## config.mk

```make
export PLATFORM = sky130hd
export DESIGN_NAME = resta_c2_segmentada
export DESIGN_NICKNAME = d
export VERILOG_FILES = /design/src/rtl/resta_c2_segmentada.sv
export SDC_FILE = /design/constraint.sdc
export NUM_CORES = 1
export LEC_CHECK = 0
export ABC_AREA = 0
export BUFFER_PORTS_ARGS = -buffer_cell sky130_fd_sc_hd__buf_2
export CAP_MARGIN = 10
export CORE_MARGIN = 2
export CORE_UTILIZATION = 58
export DETAILED_ROUTE_END_ITERATION = 16
export GPL_TIMING_DRIVEN = 0
export PLACE_DENSITY = 0.85
export SLEW_MARGIN = 30
export SYNTH_ARGS = -nofsm -noshare
export SYNTH_HDL_FRONTEND = slang
export SYNTH_SLANG_ARGS = --single-unit
```

## constraint.sdc

```tcl
create_clock -name clk -period 9.63 [get_ports clk]
set_input_delay 0.963 -clock clk [delete_from_list [all_inputs] [get_ports clk]]
set_output_delay 0.963 -clock clk [all_outputs]
set_load 0.05 [all_outputs]
```

## src/rtl/resta_c2_segmentada.sv

```systemverilog
// rtl/resta_c2_segmentada.sv - multi-cycle two's-complement subtractor, SEGMENTO bits per cycle
module resta_c2_segmentada #(
    parameter int ANCHO    = 64,
    parameter int SEGMENTO = 16
) (
    input  logic             clk,
    input  logic             rst_n,
    input  logic             in_valid,
    output logic             in_ready,
    input  logic [ANCHO-1:0] a,
    input  logic [ANCHO-1:0] b,
    input  logic             bin,
    output logic             out_valid,
    input  logic             out_ready,
    output logic [ANCHO-1:0] d,
    output logic             bout,
    output logic             desborde
);

    localparam int N     = ANCHO / SEGMENTO;
    localparam int IDX_W = (N > 1) ? $clog2(N) : 1;

    localparam logic [1:0] OCIOSO  = 2'd0;
    localparam logic [1:0] CALCULO = 2'd1;
    localparam logic [1:0] ENTREGA = 2'd2;

    generate
        if ((SEGMENTO <= 0) || (ANCHO % SEGMENTO != 0)) begin : g_param_check
            $error("resta_c2_segmentada: SEGMENTO must divide ANCHO exactly");
        end
    endgenerate

    logic [1:0]       state_q, state_d;
    logic [ANCHO-1:0] a_q, a_d;
    logic [ANCHO-1:0] nb_q, nb_d;
    logic             carry_q, carry_d;
    logic [IDX_W-1:0] idx_q, idx_d;
    logic [ANCHO-1:0] d_q, d_d;
    logic             bout_q, bout_d;
    logic             desborde_q, desborde_d;

    logic [SEGMENTO-1:0] seg_a, seg_nb;
    logic [SEGMENTO:0]   seg_sum;
    logic                ultimo;

    // Subtraction as a + ~b + ~bin; b is stored already inverted
    always_comb begin
        seg_a   = a_q[idx_q*SEGMENTO +: SEGMENTO];
        seg_nb  = nb_q[idx_q*SEGMENTO +: SEGMENTO];
        seg_sum = {1'b0, seg_a} + {1'b0, seg_nb} + {{SEGMENTO{1'b0}}, carry_q};
        ultimo  = (idx_q == IDX_W'(N - 1));
    end

    always_comb begin
        state_d    = state_q;
        a_d        = a_q;
        nb_d       = nb_q;
        carry_d    = carry_q;
        idx_d      = idx_q;
        d_d        = d_q;
        bout_d     = bout_q;
        desborde_d = desborde_q;
        case (state_q)
            OCIOSO: begin
                if (in_valid) begin
                    a_d     = a;
                    nb_d    = ~b;
                    carry_d = ~bin;
                    idx_d   = '0;
                    state_d = CALCULO;
                end
            end
            CALCULO: begin
                d_d[idx_q*SEGMENTO +: SEGMENTO] = seg_sum[SEGMENTO-1:0];
                carry_d = seg_sum[SEGMENTO];
                idx_d   = idx_q + 1'b1;
                if (ultimo) begin
                    bout_d     = ~seg_sum[SEGMENTO];
                    desborde_d = (a_q[ANCHO-1] == nb_q[ANCHO-1]) &&
                                 (seg_sum[SEGMENTO-1] != a_q[ANCHO-1]);
                    idx_d      = '0;
                    state_d    = ENTREGA;
                end
            end
            ENTREGA: begin
                if (out_ready) begin
                    state_d = OCIOSO;
                end
            end
            default: state_d = OCIOSO;
        endcase
    end

    always_ff @(posedge clk or negedge rst_n) begin
        if (!rst_n) begin
            state_q    <= OCIOSO;
            a_q        <= '0;
            nb_q       <= '0;
            carry_q    <= 1'b0;
            idx_q      <= '0;
            d_q        <= '0;
            bout_q     <= 1'b0;
            desborde_q <= 1'b0;
        end else begin
            state_q    <= state_d;
            a_q        <= a_d;
            nb_q       <= nb_d;
            carry_q    <= carry_d;
            idx_q      <= idx_d;
            d_q        <= d_d;
            bout_q     <= bout_d;
            desborde_q <= desborde_d;
        end
    end

    assign in_ready  = (state_q == OCIOSO);
    assign out_valid = (state_q == ENTREGA);
    assign d         = d_q;
    assign bout      = bout_q;
    assign desborde  = desborde_q;

endmodule

```

# Word level (Yosys, flattened, before mapping)
# Cells that the tools add are included.
op_classes:
  n_reduce_logical: 7
  n_div: 0
  eq_ne: 8
  shift: 4
  n_lt_le_gt_ge: 0
  n_mul: 0
  bitwise: 3
  muxes: 10
  addsub: 4
op_table:
  columns: ["op", "count"]
  rows:
  - ["variable part select 64 x 7 -> 16 bit", 2]
  - ["bitwise mux 64 bit", 1]
  - ["inverter 64 bit", 1]
  - ["variable shift 16 x 34 -> 64 bit, first input constant", 1]
  - ["variable part select 16 x 34 -> 64 bit", 1]
  - ["negation 6 -> 34 bit", 1]
  - ["adder 16 x 16 -> 17 bit", 1]
  - ["adder 17 x 1 -> 17 bit", 1]
  - ["2-to-1 mux 2 bit", 5]
  - ["one-hot mux 2 bit (3 select lines)", 1]
  - ["AND reduction 2 bit", 3]
  - ["equality test 2 bit, second input constant", 2]
  - ["inequality test 2 bit, second input constant", 2]
  - ["one-hot mux 2 bit (2 select lines)", 1]
  - ["AND reduction 3 bit", 1]
  - ["adder 2 x 1 -> 2 bit, second input constant", 1]
  - ["equality test 2 x 1 -> 1 bit, second input constant", 1]
  - ["logical NOT 2 bit", 1]
  - ["inequality test 2 x 1 -> 1 bit, second input constant", 1]
  - ["inverter 1 bit", 2]
  - ["one-hot mux 1 bit (2 select lines)", 1]
  - ["nonzero test 2 bit", 1]
  - ["equality test 1 bit", 1]
  - ["logical AND 1 bit", 1]
  - ["2 further kinds", 2]
totals:
  latchBits: 0
  output_inout_bits: 68
  mem_bits_rw: 0
  mem_count: 0
  wordCells: 44
  mem_bits_ro: 0
  register_bits: 199
  in_bits: 133

# Logic depth before layout (Yosys ltp)
# Gate-level depths: netlist of run 1.
depth:
  word_depth: 5
  depth_mapped: 11

# Worst setup path before layout of run 1
# No wires, ideal clock.
synth_path:
  kind: "reg-to-reg"
  start: "register idx_q[0]"
  end: "register carry_q"
  slack_ns: 5.950
  path_stages_with_launch: 12
  n_path_buf: 2
  arrival_time_ns: 3.554
  setup_time_ns: 0.126
  path_cell_list: "dfrtp_1 -> buf_2 -> buf_2 -> mux4_2 -> fa_1 -> fa_1 -> a21o_1 -> a221oi_2 -> o21bai_1 -> a21oi_1 -> o21ai_1 -> a221o_1"
synth_between:
  elab_chain_cells: 4
  word_cells_on_any_way: 5
  cone_classes: "add/sub (2); shift (2); mux (1)"
synth_lines:
  columns: ["element", "line", "source"]
  rows:
  - ["start: declaration", "37", "logic [IDX_W-1:0] idx_q, idx_d;"]
  - ["start signal: assignment", "109", "idx_q <= idx_d;"]
  - ["variable part select 64 x 7 -> 16 bit (on tied branches)", "48, 49", null]
  - ["adder 16 x 16 -> 17 bit (*)", "50", "seg_sum = {1'b0, seg_a} + {1'b0, seg_nb} + {{SEGMENTO{1'b0}}, carry_q};"]
  - ["adder 17 x 1 -> 17 bit (*)", "50", null]
  - ["one-hot mux 1 bit (2 select lines) (*)", "63", "case (state_q)"]
  - ["end signal: assignment", "108", "carry_q <= carry_d;"]
  - ["end: declaration", "36", "logic carry_q, carry_d;"]
# Mark *: on every way between the ends. The rest lies on a longest branch, timed or not.
# A chain may end at the register's enable or synchronous reset.

# Worst setup path in the final report of run 1
layout_path:
  start: "register idx_q[0]"
  end: "register d_q[44] (netlist: d[44])"
layout_between:
  elab_chain_cells: 5
  word_cells_on_any_way: 8
  cone_classes: "add/sub (3); shift (4); mux (1)"
layout_lines:
  columns: ["element", "line", "source"]
  rows:
  - ["variable part select 64 x 7 -> 16 bit (on tied branches)", "48, 49", null]
  - ["adder 16 x 16 -> 17 bit", "50", null]
  - ["adder 17 x 1 -> 17 bit", "50", null]
  - ["variable part select 16 x 34 -> 64 bit", "74", "d_d[idx_q*SEGMENTO +: SEGMENTO] = seg_sum[SEGMENTO-1:0];"]
  - ["bitwise mux 64 bit (*)", "74", null]
  - ["end signal: assignment", "101", "d_q <= '0;"]
  - ["end signal: assignment", "110", "d_q <= d_d;"]
  - ["end: declaration", "38", "logic [ANCHO-1:0] d_q, d_d;"]
# Marked as above.

==> run metrics, run 1 <==
Synth cell types=45; pwr dens=424 nW/um^2; Inst Count DP=1224; sequential power share=0.300; worst r2r src=idx_q[0]$_DFFE_PN0P_; GPL Wtd Cong=0.940; first-pass GRT wire length=around 39 mm; Synth Instances=834; Net Switching=~2100 uW; Starting DRT DRC Count=572; core area=15000 um^2; hold_ws=0.477 ns; DIE AREA=16200 um^2; Leak=0.00552 uW; hold_buf cts=0; routed len/inst=19.4 um; DP HPWL=roughly 18 mm; Core Rows=45; WP data required=9.93 ns; Remaining DRCs=0; clock buffer depth=2; area of the multi-input gates=3620 um^2; die width=127 um; HP Class=register to register; syn_area_per_cell=~11 um^2; RSZ-0062 raised after global routing=no; Int Pwr=2400 uW; worst skew pair latency=0.44 ns; number of fill cells=1094; mapped cell area=8830 um^2; min-delay src=a_q[52]$_DFFE_PN0P_; post-CTS setup buffer count=0; Sw Share=0.470; fraction of layout instances using a drive strength above 1=0.263; initial antenna violation count=0; Critical R2R Capture=d[44]$_DFFE_PN0P_; hold path cells=2; CTS tree=built; max_slew headroom=0.493; crit-path leading delay family=compound AO/OA/AOI/OAI gates; antenna-violating nets left=0; M2 GR Usage=0.523; Reg2Reg Depth=11; maximum clock rate=229 MHz; Initial Util=0.587; flop2flop setup slack=5.27 ns; worst-path maximum fanout=10; met1 usage in global routing=0.406; Vias=7347; Fin. Hold Viols=0; cts bufs inserted=17; count of input and output buffers=200; Final Critical Period=4.36 ns; met3 usage=0.0649; Setup Skew=a little over 0.009 ns; Antenna diodes=0; final setup vio count=0; Ys Warns=0; CP Capture Type=register; Hold EP=a_q[52]$_DFFE_PN0P_; Final period util=0.453; GR peak layer=met2; CTS root buf=clkbuf_16; Slew Viols, Final=0; area grow syn2layout=21.1%; GR Util All Layers=0.313; Setup TNS=0 ns; Register Area=roughly 5000 um^2; Vias/cell=5.86; status=complete, no violations; Post-synth ARST share=1.00; Bufs and invs on worst path=2; clock power share=0.153; crit-path max cell delay=about 0.61 ns; post_cts resized=0; Final Non-Filler Cells=1254; H-tree depth=4; grt total ovfl=0; post-synthesis register bit count=199; # IOs=201; CP cell instances=buf_2 > buf_2 > mux4_2 > fa_1 > fa_1 > a21o_1 > a221oi_2 > o21bai_1 > a21oi_1 > xor2_1 > o21ai_0; actual slew at the worst max-slew pin=0.761 ns; sequential-to-total area share from yosys stat=0.564; logic gate share of total power=0.547; pin count of the biggest net entering global routing=between 70 and 80; Synth Net Count=990; Slowest-stage cell, CP=mux4_2; clk sinks=roughly 200; Max VDD drop=~0.27 mV; Worst Path Arrival=4.67 ns; clk slew on worst S/H paths=0.07 ns; router iterations before antenna repair=5; number of global-route vias before repair=7593; post-layout util=0.712; # Max-Cap Violations=0; ys flop type=dfrtp_1; kind of critical path=register to register; final wirelength=~24 mm; die height=127 um; nets=1211; number of flops mapped to enable cells by yosys=0; critical path startpoint category=register
## cell usage in the layout (no fill, tap or decap), types with 2 or more instances in the layout
cell type and instances:
a211oi_1 2, and3_1 2, a21oi_1 15, ha_1 21, xor2_1 5, inv_1 6
clkbuf_1 43, fa_1 2, a21o_1 4, a22o_2 4, a22o_1 44, nand2b_1 3
mux4_2 32, nand2_1 291, clkbuf_8 3, clkinv_4 2, nand3_1 6, a22oi_1 4
o21ai_0 87, buf_1 2, o21bai_1 2, clkinvlp_4 2, nor2_1 15, xnor2_1 8
clkbuf_16 17, nand4_1 5, buf_16 2, bufinv_16 2, nor3_1 2, o31ai_1 4
a21o_2 3, dfrtp_1 199, buf_2 207, and2_1 2
## final cells by class
class | instances | share of cell area
Sequential cell | 199 | 0.465
Multi-Input combinational cell | 579 | 0.338
Timing Repair Buffer | 202 | 0.0996
Clock buffer | 23 | 0.0437
Tap cell | 188 | 0.0220
Buffer | 50 | 0.0194
Clock inverter | 7 | 0.00912
Inverter | 6 | 0.00211
## state kept, by name (all words and copies together) (netlist names)
signal    cells
d            64
desborde      1
nb_q         64
bout          1
state_q       2
a_q          64
idx_q         2
carry_q       1
## cells in the mapped netlist (2+ instances only)
master / n / area, um^2
inv_1: 6 / 22.5
nor2_1: 15 / 56.3
dfrtp_1: 199 / 4980
nand3_1: 6 / 30.0
a21oi_1: 15 / 75.1
a21o_2: 3 / 26.3
ha_1: 21 / 263
nor3_1: 2 / 10.0
mux4_2: 32 / 721
o21bai_1: 2 / 15.0
clkbuf_1: 39 / 146
and2_1: 2 / 12.5
a21o_1: 4 / 30.0
o21ai_0: 87 / 435
a211oi_1: 2 / 15.0
nand4_1: 5 / 31.3
xor2_1: 5 / 43.8
a22o_1: 44 / 385
o31ai_1: 4 / 30.0
xnor2_1: 8 / 70.1
a22o_2: 4 / 40.0
buf_1: 2 / 7.51
nand2_1: 291 / 1090
nand2b_1: 3 / 18.8
a22oi_1: 4 / 30.0
buf_2: 8 / 40.0
fa_1: 2 / 40.0
and3_1: 2 / 12.5
## worst max-delay path by stage
stage	from	to	slack, ns	cells after the start
final	idx_q[0]$_DFFE_PN0P_	d[44]$_DFFE_PN0P_	5.27	11
after global routing	idx_q[0]$_DFFE_PN0P_	d[28]$_DFFE_PN0P_	4.98	11
after CTS	idx_q[0]$_DFFE_PN0P_	d[44]$_DFFE_PN0P_	5.28	11
after detailed placement	idx_q[0]$_DFFE_PN0P_	d[44]$_DFFE_PN0P_	5.29	11
after global placement	rst_n	nb_q[56]$_DFFE_PN0P_	4.48	1
after floorplan	idx_q[0]$_DFFE_PN0P_	carry_q$_DFFE_PN0P_	5.95	11
## per-layer routing
metal,vias up,share of wire
met4,0,0.033
met5,-,0
met2,401,0.49
met3,69,0.080
li1,3328,-
met1,3549,0.40
## worst register-to-register path, cell delays in order (launching register included)
cell,delay [ns]
dfrtp_1,0.42
buf_2,0.30
buf_2,0.47
mux4_2,0.61
fa_1,0.47
fa_1,0.42
a21o_1,0.19
a221oi_2,0.42
o21bai_1,0.13
a21oi_1,0.27
xor2_1,0.38
o21ai_0,0.16
## power groups by stage
stage                     clock [uW]  combinational, uW  sequential, uW
after floorplan                    0               1560            1510
after CTS                        696               2450            1350
after detailed placement           0               2430            1360
final                            695               2480            1360
after global routing             731               2700            1390
after global placement             0               2370            1340
## through the flow
stage               worst slack [ns]  instance area (um^2)  total power, uW
floorplan                       5.95                  8830             3070
global placement                4.48                 10100             3720
detailed placement              5.29                 10100             3790
CTS                             5.28                 10700             4500
global route                    4.98                 10700             4820
finish                          5.27                 10700             4540
## logic make-up after synthesis
family | Yosys count | share of synthesized area
AOI/OAI and AO/OA | 180 | 0.134
xor gates and xnor gates | 13 | 0.0129
adders and majority gates | 23 | 0.0343
buffers and inverters | 56 | 0.0261
DFF | 199 | 0.564
muxes | 32 | 0.0816
and+or+nand+nor | 331 | 0.147
No activity file was read; power rests on OpenSTA's default activity.
==> inputs of run 2 (changes only) <==
CORE_UTILIZATION = 49   (was 58)
PLACE_DENSITY = 0.76   (was 0.85)
clock period = 3.65 ns   (was 9.63 ns; I/O delays follow)
==> run 2 against run 1 <==
Net effect: via count is 0.84% lower; largest power group unchanged; clock-buffer cell count is 6 lower; critical path type unchanged; clock skew is 0.0017 ns higher.
==> run metrics, run 2 (synthesis gave the netlist of run 1 again) <==
most common cell after layout, fill and taps aside=nand2_1 (unchanged); clock buffer depth=2 (unchanged); DP HPWL=18.3 mm (was 17.6 mm); CP Capture Type=register (unchanged); final setup vio count=0 (unchanged); core area=17800 um^2 (was 15000 um^2); # Max-Cap Violations=0 (unchanged); Setup TNS=0 ns (unchanged); commonest non-fill, non-tap cells in the layout=nand2_1 (291), buf_2 (204), dfrtp_1 (197), o21ai_0 (83), a22o_1 (44) (was nand2_1 (291), buf_2 (207), dfrtp_1 (199), o21ai_0 (87), a22o_1 (44)); initial antenna violation count=1 (was 0); max_slew headroom=0.550 (was 0.493); pwr dens=1140 nW/um^2 (was 424 nW/um^2); Starting DRT DRC Count=531 (was 572); Setup Skew=0.0108 ns (was 0.00912 ns); Final Critical Period=3.54 ns (was 4.36 ns); Max VDD drop=0.811 mV (was 0.267 mV); number of global-route vias before repair=7180 (was 7593); status=complete, no violations (unchanged); critical path startpoint category=register (unchanged); number of fill cells=1454 (was 1094); die height=138 um (was 127 um); worst skew pair latency=0.45 ns (was 0.44 ns); pin count of the biggest net entering global routing=86 (was 76); kind of critical path=register to register (unchanged); Vias=7285 (was 7347); CP cell instances=buf_12 > buf_12 > mux4_2 > fa_2 > fa_2 > a21o_1 > a221oi_4 > o21bai_1 > a21oi_2 > xor2_2 > o21ai_1 (was buf_2 > buf_2 > mux4_2 > fa_1 > fa_1 > a21o_1 > a221oi_2 > o21bai_1 > a21oi_1 > xor2_1 > o21ai_0); Leak=0.00561 uW (was 0.00552 uW); Slowest-stage cell, CP=mux4_2 (unchanged); RSZ-0062 raised after global routing=yes (was no); routed len/inst=19.2 um (was 19.4 um); Final period util=0.970 (was 0.453); final wirelength=25.0 mm (was 24.3 mm); actual slew at the worst max-slew pin=0.675 ns (was 0.761 ns); maximum clock rate=282 MHz (was 229 MHz); Initial Util=0.495 (was 0.587); die width=138 um (was 127 um); Fin. Hold Viols=0 (unchanged); CTS root buf=clkbuf_16 (unchanged); area grow syn2layout=23.9% (was 21.1%); clk slew on worst S/H paths=0.08 ns (was 0.07 ns); grt total ovfl=0 (unchanged); WP data required=3.97 ns (was 9.93 ns); Placed Area=10200 um^2 (was 10100 um^2); crit-path max cell delay=0.55 ns (was 0.61 ns); worst-path maximum fanout=10 (unchanged); design area=10900 um^2 (was 10700 um^2); nets=1218 (was 1211); HP Class=input port to register (was register to register); # IOs=201 (unchanged); GR Util All Layers=0.265 (was 0.313); DIE AREA=19100 um^2 (was 16200 um^2); CTS tree=built (unchanged); Vias/cell=5.58 (was 5.86); H-tree depth=4 (unchanged); count of input and output buffers=200 (unchanged); Remaining DRCs=0 (unchanged); cts bufs inserted=17 (unchanged); first-pass GRT wire length=39.3 mm (was 38.8 mm); GPL Wtd Cong=0.866 (was 0.940); hold_ws=0.0909 ns (was 0.477 ns); antenna-violating nets left=0 (unchanged); fraction of layout instances using a drive strength above 1=0.286 (was 0.263); Slew Viols, Final=0 (unchanged); Worst Path Arrival=3.86 ns (was 4.67 ns); router iterations before antenna repair=5 (unchanged); Core Rows=49 (was 45); clk sinks=199 (unchanged)
-- run 2: cell count changes in the layout (fill, tap and decap cells not counted), moves of 4 or more --
cell | previous run | this run
clkbuf_1 | 43 | 35
clkinv_8 | 0 | 4
o21ai_0 | 87 | 83
inv_6 | 0 | 8
buf_4 | 0 | 7
-- run 2: per-stage QoR --
stage | power (uW) | std cells | util | setup slack [ns]
6_report | 12400 | 1305 | 0.613 | 0.110
3_5_place_dp | 10100 | 1265 | 0.571 | -0.695
3_3_place_gp | 9900 | 1263 | 0.567 | -1.04
2_1_floorplan | 8090 | 834 | - | 0.0665
4_1_cts | 12200 | 1299 | 0.610 | 0.0178
5_1_grt | 13200 | 1304 | 0.613 | -0.00940
-- run 2: final timing paths --
check	start	to	slack, ns	cells past startpoint
max in group asynchronous	rst_n	nb_q[52]$_DFFE_PN0P_	2.45	3
worst max-delay path	idx_q[0]$_DFFE_PN0P_	d[28]$_DFFE_PN0P_	0.11	11
min in group asynchronous	rst_n	d[11]$_DFFE_PN0P_	0.43	2
worst max register to register	idx_q[0]$_DFFE_PN0P_	d[28]$_DFFE_PN0P_	0.11	11
worst min register to register	a_q[60]$_DFFE_PN0P_	a_q[60]$_DFFE_PN0P_	0.48	2
worst min-delay path	b[42]	nb_q[42]$_DFFE_PN0P_	0.09	2
-- run 2: where the power goes --
| part | leakage, uW | switching [uW] | internal (uW) |
|---|---|---|---|
| logic | 0.00277 | 4490 | 2440 |
| registers | 0.00255 | 521 | 3070 |
| clock network | 0.000291 | 977 | 928 |
| total | 0.00561 | 5990 | 6440 |
-- run 2: what timing repair did --
action,4_1_cts,5_1_grt
resized for setup,20,9
endpoints found under the hold margin,52,0
endpoints found under the setup margin,40,21
pin swaps,2,4
setup buffers,2,5
hold buffers,1,0
-- run 2: per-layer routing --
metal	track usage	routed length [um]
met4	0.0806	412
met3	0.0485	1690
met2	0.433	12200
met1	0.368	10700
met5	0	0
-- run 2: cell type report --
cell class / count / area, um^2 / share of cell area
Sequential cell: 199 / 4980 / 0.455
Multi-Input combinational cell: 579 / 3680 / 0.336
Timing Repair Buffer: 210 / 1130 / 0.103
Clock buffer: 17 / 425 / 0.0389
Tap cell: 229 / 287 / 0.0262
Buffer: 49 / 245 / 0.0224
Clock inverter: 15 / 169 / 0.0154
Inverter: 6 / 22.5 / 0.00206
Antenna cell: 1 / 2.50 / 0.000229
-- run 2: critical path: cells and delay by family (launching register included) --
| kind | cells | cell delay, ns |
|---|---|---|
| compound gates | 5 | 1.09 |
| fa+ha+maj | 2 | 0.78 |
| mux | 1 | 0.55 |
| flops | 1 | 0.39 |
| xor+xnor | 1 | 0.32 |
| buf+inv | 2 | 0.28 |
==> inputs of run 3 (changes only) <==
clock period = 2.9 ns   (was 3.65 ns; I/O delays follow)
==> run 3 against run 2 <==
Net effect: setup slack worse by 0.55 ns; the flow now finishes with violations (negative setup slack); clock-buffer cell count is 1 higher; critical path type unchanged; sequential cell count stayed put; final area is 4.3% higher; clock skew hardly changed; global-route usage is 0.49 points higher.
==> run metrics, run 3 (synthesis gave the netlist of run 1 again) <==
number of global-route vias before repair=7540 (was 7180); GPL Wtd Cong=0.872 (was 0.866); Vias/cell=5.56 (was 5.58); die width=138 um (unchanged); initial antenna violation count=0 (was 1); Setup Skew=0.0107 ns (was 0.0108 ns); critical path startpoint category=register (unchanged); status=finished, violations left (was complete, no violations); kind of critical path=register to register (unchanged); HP Class=input port to register (unchanged); design area=11400 um^2 (was 10900 um^2); CP Capture Type=register (unchanged); failing checks=negative setup slack; Vias=7345 (was 7285); die height=138 um (unchanged); area grow syn2layout=29.3% (was 23.9%); core area=17800 um^2 (unchanged); RSZ-0062 raised after global routing=yes (unchanged); commonest non-fill, non-tap cells in the layout=nand2_1 (289), buf_2 (203), dfrtp_1 (197), o21ai_0 (72), a22o_1 (44) (was nand2_1 (291), buf_2 (204), dfrtp_1 (197), o21ai_0 (83), a22o_1 (44)); fraction of layout instances using a drive strength above 1=0.330 (was 0.286); DIE AREA=19100 um^2 (unchanged); Placed Area=10200 um^2 (about the same); DP HPWL=18.2 mm (was 18.3 mm); most common cell after layout, fill and taps aside=nand2_1 (unchanged); cts bufs inserted=17 (unchanged); grt total ovfl=0 (unchanged); Core Rows=49 (unchanged); router iterations before antenna repair=5 (unchanged); Fin. Hold Viols=0 (unchanged); Worst Path Arrival=3.71 ns (was 3.86 ns); H-tree depth=4 (unchanged); max_slew headroom=0.595 (was 0.550); CTS root buf=clkbuf_16 (unchanged); Initial Util=0.495 (unchanged); maximum clock rate=300 MHz (was 282 MHz); clk sinks=199 (unchanged); final setup vio count=47 (was 0); worst skew pair latency=0.44 ns (was 0.45 ns); pin count of the biggest net entering global routing=82 (was 86); Slew Viols, Final=0 (unchanged); Setup TNS=-12.86 ns (was 0 ns); actual slew at the worst max-slew pin=0.607 ns (was 0.675 ns); Final Critical Period=3.34 ns (was 3.54 ns); final wirelength=25.4 mm (was 25.0 mm); antenna-violating nets left=0 (unchanged); # IOs=201 (unchanged); setup ws final=-0.436 ns (was 0.110 ns); routed len/inst=19.2 um (about the same); first-pass GRT wire length=40.2 mm (was 39.3 mm); dpl ws=-1.01 ns (was -0.695 ns); nets=1235 (was 1218); Final period util=1.15 (was 0.970); # Max-Cap Violations=0 (unchanged); Starting DRT DRC Count=430 (was 531); count of input and output buffers=200 (unchanged); clock buffer depth=2 (unchanged); Remaining DRCs=0 (unchanged); WP data required=3.27 ns (was 3.97 ns); GR Util All Layers=0.270 (was 0.265); CTS tree=built (unchanged); clk slew on worst S/H paths=0.08 ns (about the same); worst-path maximum fanout=4 (was 10)
-- run 3: layout make-up --
class / instances / area (um^2)
Antenna cell: 1 / 2.50
Buffer: 46 / 245
Clock buffer: 18 / 439
Clock inverter: 14 / 115
Fill cell: 1417 / 6420
Inverter: 6 / 22.5
Multi-Input combinational cell: 579 / 4000
Sequential cell: 199 / 4980
Tap cell: 229 / 287
Timing Repair Buffer: 230 / 1320
-- run 3: repair_timing --
action                                  CTS  global route
endpoints found under the setup margin   55            55
buffers inserted                         21             8
gates resized for setup                  71            18
hold buffers                              1             0
pin swaps                                31            34
hold endpoints to repair                 40             0
-- run 3: per-stage QoR --
| stage | instances | util | hold WS, ns |
|---|---|---|---|
| after floorplan | 834 | - | -0.00559 |
| after global placement | 1263 | 0.569 | 0.453 |
| after detailed placement | 1265 | 0.572 | 0.208 |
| after CTS | 1315 | 0.632 | 0.0211 |
| after global routing | 1321 | 0.640 | 0.0230 |
| final | 1322 | 0.640 | 0.0281 |
-- run 3: worst paths after layout --
check / from / end / slack (ns) / depth (start not counted)
worst max-delay path: idx_q[0]$_DFFE_PN0P_ / d[46]$_DFFE_PN0P_ / -0.44 / 12
worst min-delay path: a[38] / a_q[38]$_DFFE_PN0P_ / 0.03 / 3
worst max register to register: idx_q[0]$_DFFE_PN0P_ / d[46]$_DFFE_PN0P_ / -0.44 / 12
worst min register to register: a_q[20]$_DFFE_PN0P_ / a_q[20]$_DFFE_PN0P_ / 0.48 / 2
max in group asynchronous: rst_n / nb_q[4]$_DFFE_PN0P_ / 1.87 / 3
min in group asynchronous: rst_n / a_q[43]$_DFFE_PN0P_ / 0.32 / 2
-- run 3: worst max-delay path: stages, from the launching register on --
cell	delay, ns
dfrtp_2	0.42
buf_12	0.13
mux4_2	0.55
fa_2	0.40
fa_2	0.36
a21o_1	0.21
a221oi_4	0.33
buf_4	0.17
o31ai_4	0.08
nor3_2	0.24
a41oi_2	0.08
buf_6	0.19
o21ai_1	0.10
-- run 3: per-layer routing --
layer  GRT usage  part of all wire
met3      0.0513             0.062
met4      0.0908             0.025
met2       0.448              0.50
met5           0                 0
met1       0.363              0.42
Power of run 3 is not shown: default switching activity piles up to over one toggle a cycle in this logic, so the estimate is an artifact.
